$ cat src/rtl/vga_fb_scanout_if.sv
// RAM port B and DAC pin bundle of the VGA scanout block.
// master = scanout core, slave = RAM/board side.
interface vga_fb_scanout_if #(
    parameter int ADDR_W = 17
);
    logic              fb_sel;
    logic [31:0]       q_b;
    logic [ADDR_W-1:0] address_b;
    logic [3:0]        byteena_b;
    logic              hsync;
    logic              vsync;
    logic              sync_b;
    logic              blank_b;
    logic [7:0]        red;
    logic [7:0]        green;
    logic [7:0]        blue;
    logic              frame_start;
    logic              cur_buf;

    modport master (
        input  fb_sel, q_b,
        output address_b, byteena_b, hsync, vsync, sync_b, blank_b,
               red, green, blue, frame_start, cur_buf
    );

    modport slave (
        output fb_sel, q_b,
        input  address_b, byteena_b, hsync, vsync, sync_b, blank_b,
               red, green, blue, frame_start, cur_buf
    );
endinterface

$ cat src/rtl/vga_fb_scanout.sv
// VGA scanout: sync timing, RGB332 framebuffer fetch with integer upscale, double-buffered base.
// Latency RAM_LAT+2 on every output; no backpressure. Optional colour-bar generator: VGA_TESTPAT_EN.
module vga_fb_scanout #(
    parameter int HACTIVE = 640,
    parameter int HFP     = 16,
    parameter int HSYNC   = 96,
    parameter int HBP     = 48,
    parameter int VACTIVE = 480,
    parameter int VFP     = 10,
    parameter int VSYNC   = 2,
    parameter int VBP     = 33,
    parameter int SCALE   = 2,
    parameter int ADDR_W  = 17,
    parameter int BASE0   = 0,
    parameter int BASE1   = 19200,
    parameter int RAM_LAT = 1
) (
    input  logic clk,
    input  logic reset,
`ifdef VGA_TESTPAT_EN
    input  logic test_mode,
`endif
    vga_fb_scanout_if.master bus
);
    localparam int HTOT  = HACTIVE + HFP + HSYNC + HBP;
    localparam int VTOT  = VACTIVE + VFP + VSYNC + VBP;
    localparam int HW    = $clog2(HTOT);
    localparam int VW    = $clog2(VTOT);
    localparam int SH    = (SCALE == 4) ? 2 : ((SCALE == 2) ? 1 : 0);
    localparam int FB_W  = HACTIVE / SCALE;

    localparam logic [HW-1:0] H_LAST = HW'(HTOT - 1);
    localparam logic [HW-1:0] H_VIS  = HW'(HACTIVE);
    localparam logic [HW-1:0] H_SS   = HW'(HACTIVE + HFP);
    localparam logic [HW-1:0] H_SE   = HW'(HACTIVE + HFP + HSYNC);
    localparam logic [VW-1:0] V_LAST = VW'(VTOT - 1);
    localparam logic [VW-1:0] V_VIS  = VW'(VACTIVE);
    localparam logic [VW-1:0] V_SS   = VW'(VACTIVE + VFP);
    localparam logic [VW-1:0] V_SE   = VW'(VACTIVE + VFP + VSYNC);
    localparam logic [ADDR_W-1:0] B0 = ADDR_W'(BASE0);
    localparam logic [ADDR_W-1:0] B1 = ADDR_W'(BASE1);

`ifdef VGA_TESTPAT_EN
    localparam int BAR_W = HACTIVE / 8;
`endif

    typedef struct packed {
        logic       vld;
        logic       vis;
        logic       hs;
        logic       vs;
        logic       fs;
        logic       bsel;
        logic [1:0] lane;
`ifdef VGA_TESTPAT_EN
        logic       tp;
        logic [2:0] bar;
`endif
    } meta_t;

    logic [HW-1:0]     hcnt;
    logic [VW-1:0]     vcnt;
    logic              base_sel;
    logic              frame_top;
    logic              sel0;
    logic [HW-1:0]     fx;
    logic [VW-1:0]     fy;
    logic [31:0]       pix_idx;
    logic [ADDR_W-1:0] addr0;
    meta_t             meta0;
    meta_t             pipe [0:RAM_LAT];
    meta_t             mo;
    logic [7:0]        pix;
    logic [23:0]       rgb_nxt;

`ifdef VGA_TESTPAT_EN
    function automatic logic [2:0] bar_color(input logic [2:0] b);
        logic [2:0] c;
        case (b)
            3'd0:    c = 3'b111;
            3'd1:    c = 3'b110;
            3'd2:    c = 3'b011;
            3'd3:    c = 3'b010;
            3'd4:    c = 3'b101;
            3'd5:    c = 3'b100;
            3'd6:    c = 3'b001;
            default: c = 3'b000;
        endcase
        return c;
    endfunction
`endif

    always_ff @(posedge clk or posedge reset) begin
        if (reset) begin
            hcnt <= '0;
            vcnt <= '0;
        end else if (hcnt == H_LAST) begin
            hcnt <= '0;
            vcnt <= (vcnt == V_LAST) ? '0 : vcnt + 1'b1;
        end else begin
            hcnt <= hcnt + 1'b1;
        end
    end

    // The buffer choice for the top-left pixel must already see fb_sel on its sampling cycle.
    always_ff @(posedge clk or posedge reset) begin
        if (reset)
            base_sel <= 1'b0;
        else if (frame_top)
            base_sel <= bus.fb_sel;
    end

    always_comb begin
        frame_top = (hcnt == '0) && (vcnt == '0);
        sel0      = frame_top ? bus.fb_sel : base_sel;
        fx        = hcnt >> SH;
        fy        = vcnt >> SH;
        pix_idx   = 32'(fy) * 32'(FB_W) + 32'(fx);
        addr0     = (sel0 ? B1 : B0) + ADDR_W'(pix_idx >> 2);

        meta0      = '0;
        meta0.vld  = 1'b1;
        meta0.vis  = (hcnt < H_VIS) && (vcnt < V_VIS);
        meta0.hs   = !((hcnt >= H_SS) && (hcnt < H_SE));
        meta0.vs   = !((vcnt >= V_SS) && (vcnt < V_SE));
        meta0.fs   = frame_top;
        meta0.bsel = sel0;
        meta0.lane = fx[1:0];
`ifdef VGA_TESTPAT_EN
        meta0.tp   = test_mode;
        meta0.bar  = 3'(32'(hcnt) / BAR_W);
`endif
    end

    always_ff @(posedge clk or posedge reset) begin
        if (reset) begin
            bus.address_b <= '0;
            for (int i = 0; i <= RAM_LAT; i++) begin
                pipe[i]    <= '0;
                pipe[i].hs <= 1'b1;
                pipe[i].vs <= 1'b1;
            end
        end else begin
            if (meta0.vis)
                bus.address_b <= addr0;
            pipe[0] <= meta0;
            for (int i = 1; i <= RAM_LAT; i++)
                pipe[i] <= pipe[i-1];
        end
    end

    // pipe[RAM_LAT] lines up with the q_b returned for the address issued alongside pipe[0].
    always_comb begin
        mo      = pipe[RAM_LAT];
        pix     = bus.q_b[{mo.lane, 3'b000} +: 8];
        rgb_nxt = '0;
        if (mo.vld && mo.vis) begin
`ifdef VGA_TESTPAT_EN
            if (mo.tp)
                rgb_nxt = {{8{bar_color(mo.bar)[2]}}, {8{bar_color(mo.bar)[1]}},
                           {8{bar_color(mo.bar)[0]}}};
            else
`endif
                rgb_nxt = {pix[7:5], pix[7:5], pix[7:6],
                           pix[4:2], pix[4:2], pix[4:3],
                           {4{pix[1:0]}}};
        end
    end

    always_ff @(posedge clk or posedge reset) begin
        if (reset) begin
            bus.hsync       <= 1'b1;
            bus.vsync       <= 1'b1;
            bus.sync_b      <= 1'b1;
            bus.blank_b     <= 1'b0;
            bus.red         <= '0;
            bus.green       <= '0;
            bus.blue        <= '0;
            bus.frame_start <= 1'b0;
            bus.cur_buf     <= 1'b0;
        end else begin
            bus.hsync       <= mo.vld ? mo.hs : 1'b1;
            bus.vsync       <= mo.vld ? mo.vs : 1'b1;
            bus.sync_b      <= mo.vld ? (mo.hs & mo.vs) : 1'b1;
            bus.blank_b     <= mo.vld & mo.vis;
            {bus.red, bus.green, bus.blue} <= rgb_nxt;
            bus.frame_start <= mo.vld & mo.fs;
            bus.cur_buf     <= mo.vld ? mo.bsel : bus.cur_buf;
        end
    end

    assign bus.byteena_b = 4'b1111;

endmodule

$ cat src/flat_wrapper.sv
// flat-port wrapper written by rule: the top's interface ports become plain ports
module vga_fb_scanout_flat 
#(
    parameter int HACTIVE = 640,
    parameter int HFP     = 16,
    parameter int HSYNC   = 96,
    parameter int HBP     = 48,
    parameter int VACTIVE = 480,
    parameter int VFP     = 10,
    parameter int VSYNC   = 2,
    parameter int VBP     = 33,
    parameter int SCALE   = 2,
    parameter int ADDR_W  = 17,
    parameter int BASE0   = 0,
    parameter int BASE1   = 19200,
    parameter int RAM_LAT = 1
)
  (clk, reset, bus_fb_sel, bus_q_b, bus_address_b, bus_byteena_b, bus_hsync, bus_vsync, bus_sync_b, bus_blank_b, bus_red, bus_green, bus_blue, bus_frame_start, bus_cur_buf);
  vga_fb_scanout_if #(.ADDR_W(ADDR_W)) bus_i ();
  input  logic clk;
  input  logic reset;
  input wire logic [$bits(bus_i.fb_sel)-1:0] bus_fb_sel;
  input wire logic [$bits(bus_i.q_b)-1:0] bus_q_b;
  output wire logic [$bits(bus_i.address_b)-1:0] bus_address_b;
  output wire logic [$bits(bus_i.byteena_b)-1:0] bus_byteena_b;
  output wire logic [$bits(bus_i.hsync)-1:0] bus_hsync;
  output wire logic [$bits(bus_i.vsync)-1:0] bus_vsync;
  output wire logic [$bits(bus_i.sync_b)-1:0] bus_sync_b;
  output wire logic [$bits(bus_i.blank_b)-1:0] bus_blank_b;
  output wire logic [$bits(bus_i.red)-1:0] bus_red;
  output wire logic [$bits(bus_i.green)-1:0] bus_green;
  output wire logic [$bits(bus_i.blue)-1:0] bus_blue;
  output wire logic [$bits(bus_i.frame_start)-1:0] bus_frame_start;
  output wire logic [$bits(bus_i.cur_buf)-1:0] bus_cur_buf;
  assign bus_i.fb_sel = bus_fb_sel;
  assign bus_i.q_b = bus_q_b;
  assign bus_address_b = bus_i.address_b;
  assign bus_byteena_b = bus_i.byteena_b;
  assign bus_hsync = bus_i.hsync;
  assign bus_vsync = bus_i.vsync;
  assign bus_sync_b = bus_i.sync_b;
  assign bus_blank_b = bus_i.blank_b;
  assign bus_red = bus_i.red;
  assign bus_green = bus_i.green;
  assign bus_blue = bus_i.blue;
  assign bus_frame_start = bus_i.frame_start;
  assign bus_cur_buf = bus_i.cur_buf;
  vga_fb_scanout #(.HACTIVE(HACTIVE), .HFP(HFP), .HSYNC(HSYNC), .HBP(HBP), .VACTIVE(VACTIVE), .VFP(VFP), .VSYNC(VSYNC), .VBP(VBP), .SCALE(SCALE), .ADDR_W(ADDR_W), .BASE0(BASE0), .BASE1(BASE1), .RAM_LAT(RAM_LAT)) u_core (.clk(clk), .reset(reset), .bus(bus_i));
endmodule
$ cat config.mk
export PLATFORM = sky130hd
export DESIGN_NAME = vga_fb_scanout_flat
export DESIGN_NICKNAME = d
export VERILOG_FILES = /design/src/rtl/vga_fb_scanout_if.sv /design/src/rtl/vga_fb_scanout.sv /design/src/flat_wrapper.sv
export SDC_FILE = /design/constraint.sdc
export NUM_CORES = 1
export LEC_CHECK = 0
export CAP_MARGIN = 10
export CORE_ASPECT_RATIO = 0.9
export CORE_UTILIZATION = 55
export CTS_CLUSTER_DIAMETER = 50
export DETAILED_ROUTE_END_ITERATION = 7
export GPL_TIMING_DRIVEN = 0
export PLACE_DENSITY = 0.89
export SYNTH_ARGS = -nofsm -noshare
export SYNTH_HDL_FRONTEND = slang
export SYNTH_SLANG_ARGS = --single-unit
export TNS_END_PERCENT = 50
$ cat constraint.sdc
create_clock -name clk -period 7 [get_ports clk]
set_input_delay 0.7 -clock clk [delete_from_list [all_inputs] [get_ports clk]]
set_output_delay 0.7 -clock clk [all_outputs]
set_load 0.02 [all_outputs]
==> results of run 1 <==
==> cell families (layout without fill, tap and decap cells) <==
| logic type | Yosys count | count (layout) |
|---|---|---|
| other | 1 | 5 |
| buffers and inverters | 41 | 139 |
| multiplexers | 10 | 10 |
| XOR/XNOR | 29 | 29 |
| AO/OA/AOI/OAI | 54 | 54 |
| AND/OR/NAND/NOR | 132 | 132 |
| flip-flops | 67 | 67 |
| adder cells (fa/ha/maj) | 28 | 28 |
==> worst max-delay path by stage <==
stage | to | cells after the start
4_1_cts | u_core.bus.address_b[14] | 11
2_1_floorplan | u_core.bus.address_b[14] | 13
3_3_place_gp | u_core.bus.address_b[14] | 11
5_1_grt | u_core.bus.address_b[15] | 13
3_5_place_dp | u_core.bus.address_b[15] | 11
6_report | u_core.bus.address_b[14] | 11
==> state kept, by name (all words and copies together), names as in the netlist, 2 cells and up <==
name	flops
u_core.bus.address_b	17
u_core.mo	8
u_core.bus.red	3
u_core.bus.blue	2
u_core.pipe	7
u_core.bus.green	3
u_core.hcnt	10
u_core.vcnt	10
==> layout make-up <==
class                           count  area share [%]
Buffer                             28            3.62
Clock buffer                        9            2.49
Clock inverter                      7            2.01
Inverter                           13           0.980
Multi-Input combinational cell    258            38.1
Sequential cell                    67            33.8
Tap cell                           90            2.26
Timing Repair Buffer               82            16.7
==> power breakdown <==
| part | internal (mW) | total [mW] | switching, mW |
|---|---|---|---|
| Combinational | 0.0468 | 0.0813 | 0.0344 |
| Sequential | 0.393 | 0.397 | 0.00418 |
| Clock | 0.203 | 0.365 | 0.162 |
==> critical path, delay by kind of cell (launching register included) <==
family,cells,cell delay (ps)
buffers and inverters,1,80
multiplexers,1,480
XOR/XNOR,1,150
AO/OA/AOI/OAI,2,370
AND/OR/NAND/NOR,4,1610
flip-flops,1,470
adder cells (fa/ha/maj),2,690
==> cell usage in the layout, fill, tap and decap left out, drive strengths merged, types with 4 or more instances in the layout <==
master	count
a211oi	6
ha	25
mux4	8
xnor2	15
buf	21
and2	13
or3	4
nand2	51
clkbuf	17
a31oi	4
dfrtp	60
inv	14
nand3	8
xor2	13
nor3	7
nor2b	6
a21oi	5
dfstp	7
nand4	6
nand2b	4
o21ai	24
clkdlybuf4s50	81
nor2	18
conb	5
==> per-layer routing <==
metal | track usage [%] | part of all wire (%) | vias up
met4 | 13.3 | 3.2 | 0
met3 | 7.01 | 4.6 | 32
li1 | - | - | 1439
met1 | 33.6 | 41 | 1491
met2 | 48.1 | 52 | 115
met5 | 0 | 0 | -
==> stage by stage <==
step	power, mW	hold slack (ps)
4_1_cts	0.847	351
5_1_grt	0.868	352
3_3_place_gp	0.481	332
6_report	0.843	353
3_5_place_dp	0.485	335
2_1_floorplan	0.441	331
==> run metrics, run 1 <==
outcome complete, no violations; DRT Pass-1 Iters 4; PortBufs 81; diodes inserted 0; number of DRC markers in iteration 0 201; Area Growth Syn to Fin 31.1%; Finished Layout Cells 554; CTS clock-pin slew for the worst setup and hold paths 90 ps; Post-Place Cells 538; Final WS setup 3040 ps; hpwl dp 6730 µm; via count 3077; Die Height 80.8 µm; Worst setup EP type register; Initial Util 57.4%; critical path data arrival time 4200 ps; slew margin rel. 55.2%; cts bufs inserted 9; Crit Reg-Reg Endpoint u_core.bus.address_b[14]; hold wc startpoint u_core.pipe[8]; first-pass GRT wire length 14900 µm; Req. time, crit path 7240 ps; sequential area share after synthesis 44.4%; initial antenna violation count 0; Post-synth EDFFs 0; vias per inst 5.55; post-CTS setup buffers 0; RSZ-0062 raised after global routing false; Fmax achieved 252 MHz; CP peak stage delay 630 ps; placed cell areas 4760 µm²; RePlAce Congestion 0.806; Post-Synth Adder-Cell Area 9.82%; fin util 75.2%; Async SR Flop Fraction 100%; die width 89.6 µm; worst hold path depth 0; critical path fanouts, max 7; post-synthesis instance area 3800 µm²; Sink Count 67; CTS hold repair buffers 0; FF+latch area 1690 µm²; crit-path cells or3_1 > or4b_2 > nor3_1 > mux2_2 > ha_1 > fa_1 > a31o_2 > inv_1 > or3b_1 > xor2_1 > o21ai_1; # IOs 86; GR Util All Layers 28.3%; WHS Endpoint u_core.mo[0]; Design Area, Final 4980 µm²; Hold Path Class register to register; vias in the first global route 3145; Final Max Tran Viols 0; Static Leak 2.21 nW; Distinct cells, synth 51; type of origin of the critical path register; yosys warns 0; NumNets Final 522; Setup WS pre-CTS 3140 ps; Tmin final 3960 ps; Pwr per Cell Area 169 nW/µm²; fin crit share 56.6%; synthesized instance count 362; multi-input logic area 1900 µm²; Yosys top cell by area dfrtp_1; Synth area leaders dfrtp_1 40%, ha_1 8.2%, nand2_1 5.0%, dfstp_2 4.8%, mux4_2 4.7%; pin count of the biggest net entering global routing 47; Crit Path Category register to register; CTS tree built; post-DR wirelength/cell 16.6 µm; Site Rows 28; CP max-delay cell or4b_2; layout cell share with drive strength beyond 1 14.0%; max-cap viol count 0; Slew @ Worst Pin 667 ps; r2r setup slk 3040 ps; Peak VDD IR 0.125 mV; CTS max path bufs 2; Worst Setup SP u_core.hcnt[7]; simple-gate share of the synthesized area 17.8%; dominant synthesized flop cell dfrtp_1; Sum Neg Setup Slack 0 ps; post-synthesis register bit count 67; endpoints failing setup 0; post-synth top area share 39.5%; worst r2r src u_core.hcnt[7]; count leader, synth dfrtp_1; grt ovf 0; Die ar. 7240 µm²; multiplexer share of the synthesized area 5.34%; Worst-Skew Late Latency 360 ps; Root Driver clkbuf_8; H-tree levels 3; post-route ant nets 0; Post-Synth XOR/XNOR Area 7.25%; total routed wirelength 9190 µm; Synth top cells by count 60 x dfrtp_1, 51 x nand2_1, 25 x ha_1; main combinational cell family by area after synthesis simple AND/OR/NAND/NOR gates; Avg Inst Size Synth 10.5 µm²; cts repair resizes 0; Reg2Reg Depth 11; Clock Skew 15.2 ps; Hold Fails Final Rpt 0; filler cell count 419; Core Footprint 6620 µm²; DRC errors left 0; post-synthesis compound-gate area fraction 9.35%
Note: power is estimated with default switching activity, not from simulation.
==> run 2: changes to the inputs <==
Settings changed: CORE_UTILIZATION 55 to 46, PLACE_DENSITY 0.89 to 0.8.
Clock period 7 ns to 3.5 ns, I/O delays scaled along.
==> run 2 against run 1 <==
Effect of this change:
- the run now ends with DRC, setup timing left
- flip-flop and latch count unchanged
- core utilization fell by 8.6 points
- hold slack lost 1.7 ps
- sequential share of layout area is 2.2 points lower
- register-to-register slack worse by 3100 ps
- first-iteration DRC count up 26%
- final area increased by 7.5%
- global-route usage fell by 8.1 points
- critical path depth grew 3
- critical path type unchanged
- largest cell class unchanged
==> run metrics, run 2 (synthesis results as in run 1) <==
H-tree levels 3; Comb power frac 9.9%; Static Leak 2.30 nW; Die Height 88.2 µm; slew margin rel. 47.2%; Final Max Tran Viols 0; vias in the first global route 2832; Top reg by flops u_core.bus.address_b; fin crit share 101%; NumNets Final 543; RePlAce Congestion 0.805; CTS max path bufs 2; diodes inserted 0; post-DR wirelength/cell 16.1 µm; pin count of the biggest net entering global routing 38; Root Driver clkbuf_8; DRT Pass-1 Iters 7; max-cap viol count 0; Sw Pwr 0.407 mW; Final WS setup -44.5 ps; Finished Layout Cells 584; number of DRC markers in iteration 0 254; critical path data arrival time 3780 ps; filler cell count 567; post-route ant nets 0; Regs by FF count u_core.bus.address_b x17, u_core.hcnt x10, u_core.vcnt x10; RSZ-0062 raised after global routing true; via count 3092; Slew @ Worst Pin 785 ps; commonest non-fill, non-tap cell in the layout clkdlybuf4s50_1; Hold Path Class register to register; GR Util All Layers 20.2%; Flop pwr share 48.7%; critical path fanouts, max 3; cts bufs inserted 9; Peak VDD IR 0.201 mV; CTS clock-pin slew for the worst setup and hold paths 80 ps; total routed wirelength 9420 µm; die width 97.8 µm; Pwr per Cell Area 304 nW/µm²; Worst-Skew Late Latency 360 ps; max reg flops 17; endpoints failing setup 2; hpwl dp 6410 µm; Site Rows 31; DRC errors left 20; Area Growth Syn to Fin 40.9%; CTS tree built; layout cell share with drive strength beyond 1 23.3%; Core Footprint 8030 µm²; Clock Skew 11.1 ps; Crit Path Category register to register; r2r setup slk -40 ps; Tmin final 3540 ps; most frequent cells in the layout 81 x clkdlybuf4s50_1, 52 x dfrtp_1, 51 x nand2_1; P_int 1.22 mW; grt ovf 0; Fmax achieved 282 MHz; failing checks DRC, setup timing; Initial Util 47.3%; # IOs 86; Post-Place Cells 547; vias per inst 5.29; PortBufs 81; Pwr Total 1.63 mW; Req. time, crit path 3740 ps; first-pass GRT wire length 13600 µm; outcome finished, violations left; CTS hold repair buffers 0; Clock power frac 41.4%; type of origin of the critical path register; initial antenna violation count 0; Sink Count 67; Hold Fails Final Rpt 0; Die ar. 8630 µm²; Worst setup EP type register; switching share of power 25.0%
run 2: routing by layer:
layer / share of wire [%] / global-route usage (%) / vias up
li1: - / - / 1479
met1: 41 / 25.8 / 1489
met2: 52 / 35.5 / 103
met3: 5.2 / 5.13 / 21
met4: 1.8 / 4.27 / 0
met5: 0 / 0 / -
run 2: critical path: stages (launching register included):
cell and delay, ps:
dfrtp_1 450, ha_4 270, ha_4 180, fa_2 410, a211oi_4 300, buf_4 180
o21ba_4 160, nor2_2 60, xor2_1 170, ha_1 380, a31o_4 170, inv_1 60
or3b_1 390, xor2_1 180, o21ai_1 70
run 2: metrics by stage:
stage | TNS, ps | hold WS [ps] | setup WS, ps | utilization, % | instance area (µm²)
floorplan | 0 | 331 | 37.0 | - | 3810
global placement | -1100 | 333 | -323 | 59.1 | 4750
detailed placement | -1280 | 335 | -365 | 59.4 | 4770
CTS | 0 | 352 | 15.5 | 63.4 | 5090
global route | -382 | 357 | -196 | 66.7 | 5350
finish | -63.2 | 351 | -44.5 | 66.7 | 5350
run 2: area by class of cell:
cell class,count,area (µm²),share of cell area (%)
multi-input combinational,258,2110,39.4
timing repair buffer,103,988,18.5
inverter,13,48.8,0.912
buffer,28,180,3.37
tap,99,124,2.31
sequential,67,1700,31.7
clock inverter,7,82.6,1.54
clock buffer,9,124,2.31
run 2: worst paths after layout:
path | start | end | depth (start not counted)
worst max-delay path | u_core.vcnt[2] | u_core.bus.address_b[14] | 14
max in group asynchronous | reset | u_core.pipe[13] | 3
worst min-delay path | u_core.pipe[14] | u_core.mo[6] | 0
worst max register to register | u_core.vcnt[2] | u_core.bus.address_b[14] | 14
worst min register to register | u_core.pipe[14] | u_core.mo[6] | 0
min in group asynchronous | reset | u_core.mo[3] | 2
run 2: power groups by stage:
stage | Clock, mW | Sequential (mW) | Combinational (mW)
finish | 0.675 | 0.792 | 0.161
global route | 0.721 | 0.794 | 0.173
CTS | 0.684 | 0.793 | 0.163
detailed placement | 0 | 0.808 | 0.160
global placement | 0 | 0.807 | 0.153
floorplan | 0 | 0.817 | 0.0640
run 2: repair_timing:
item | 4_1_cts | 5_1_grt
endpoints found under the hold margin | 0 | 0
pin swaps | 6 | 13
gates resized for setup | 12 | 31
endpoints found under the setup margin | 5 | 2
buffers inserted | 9 | 12
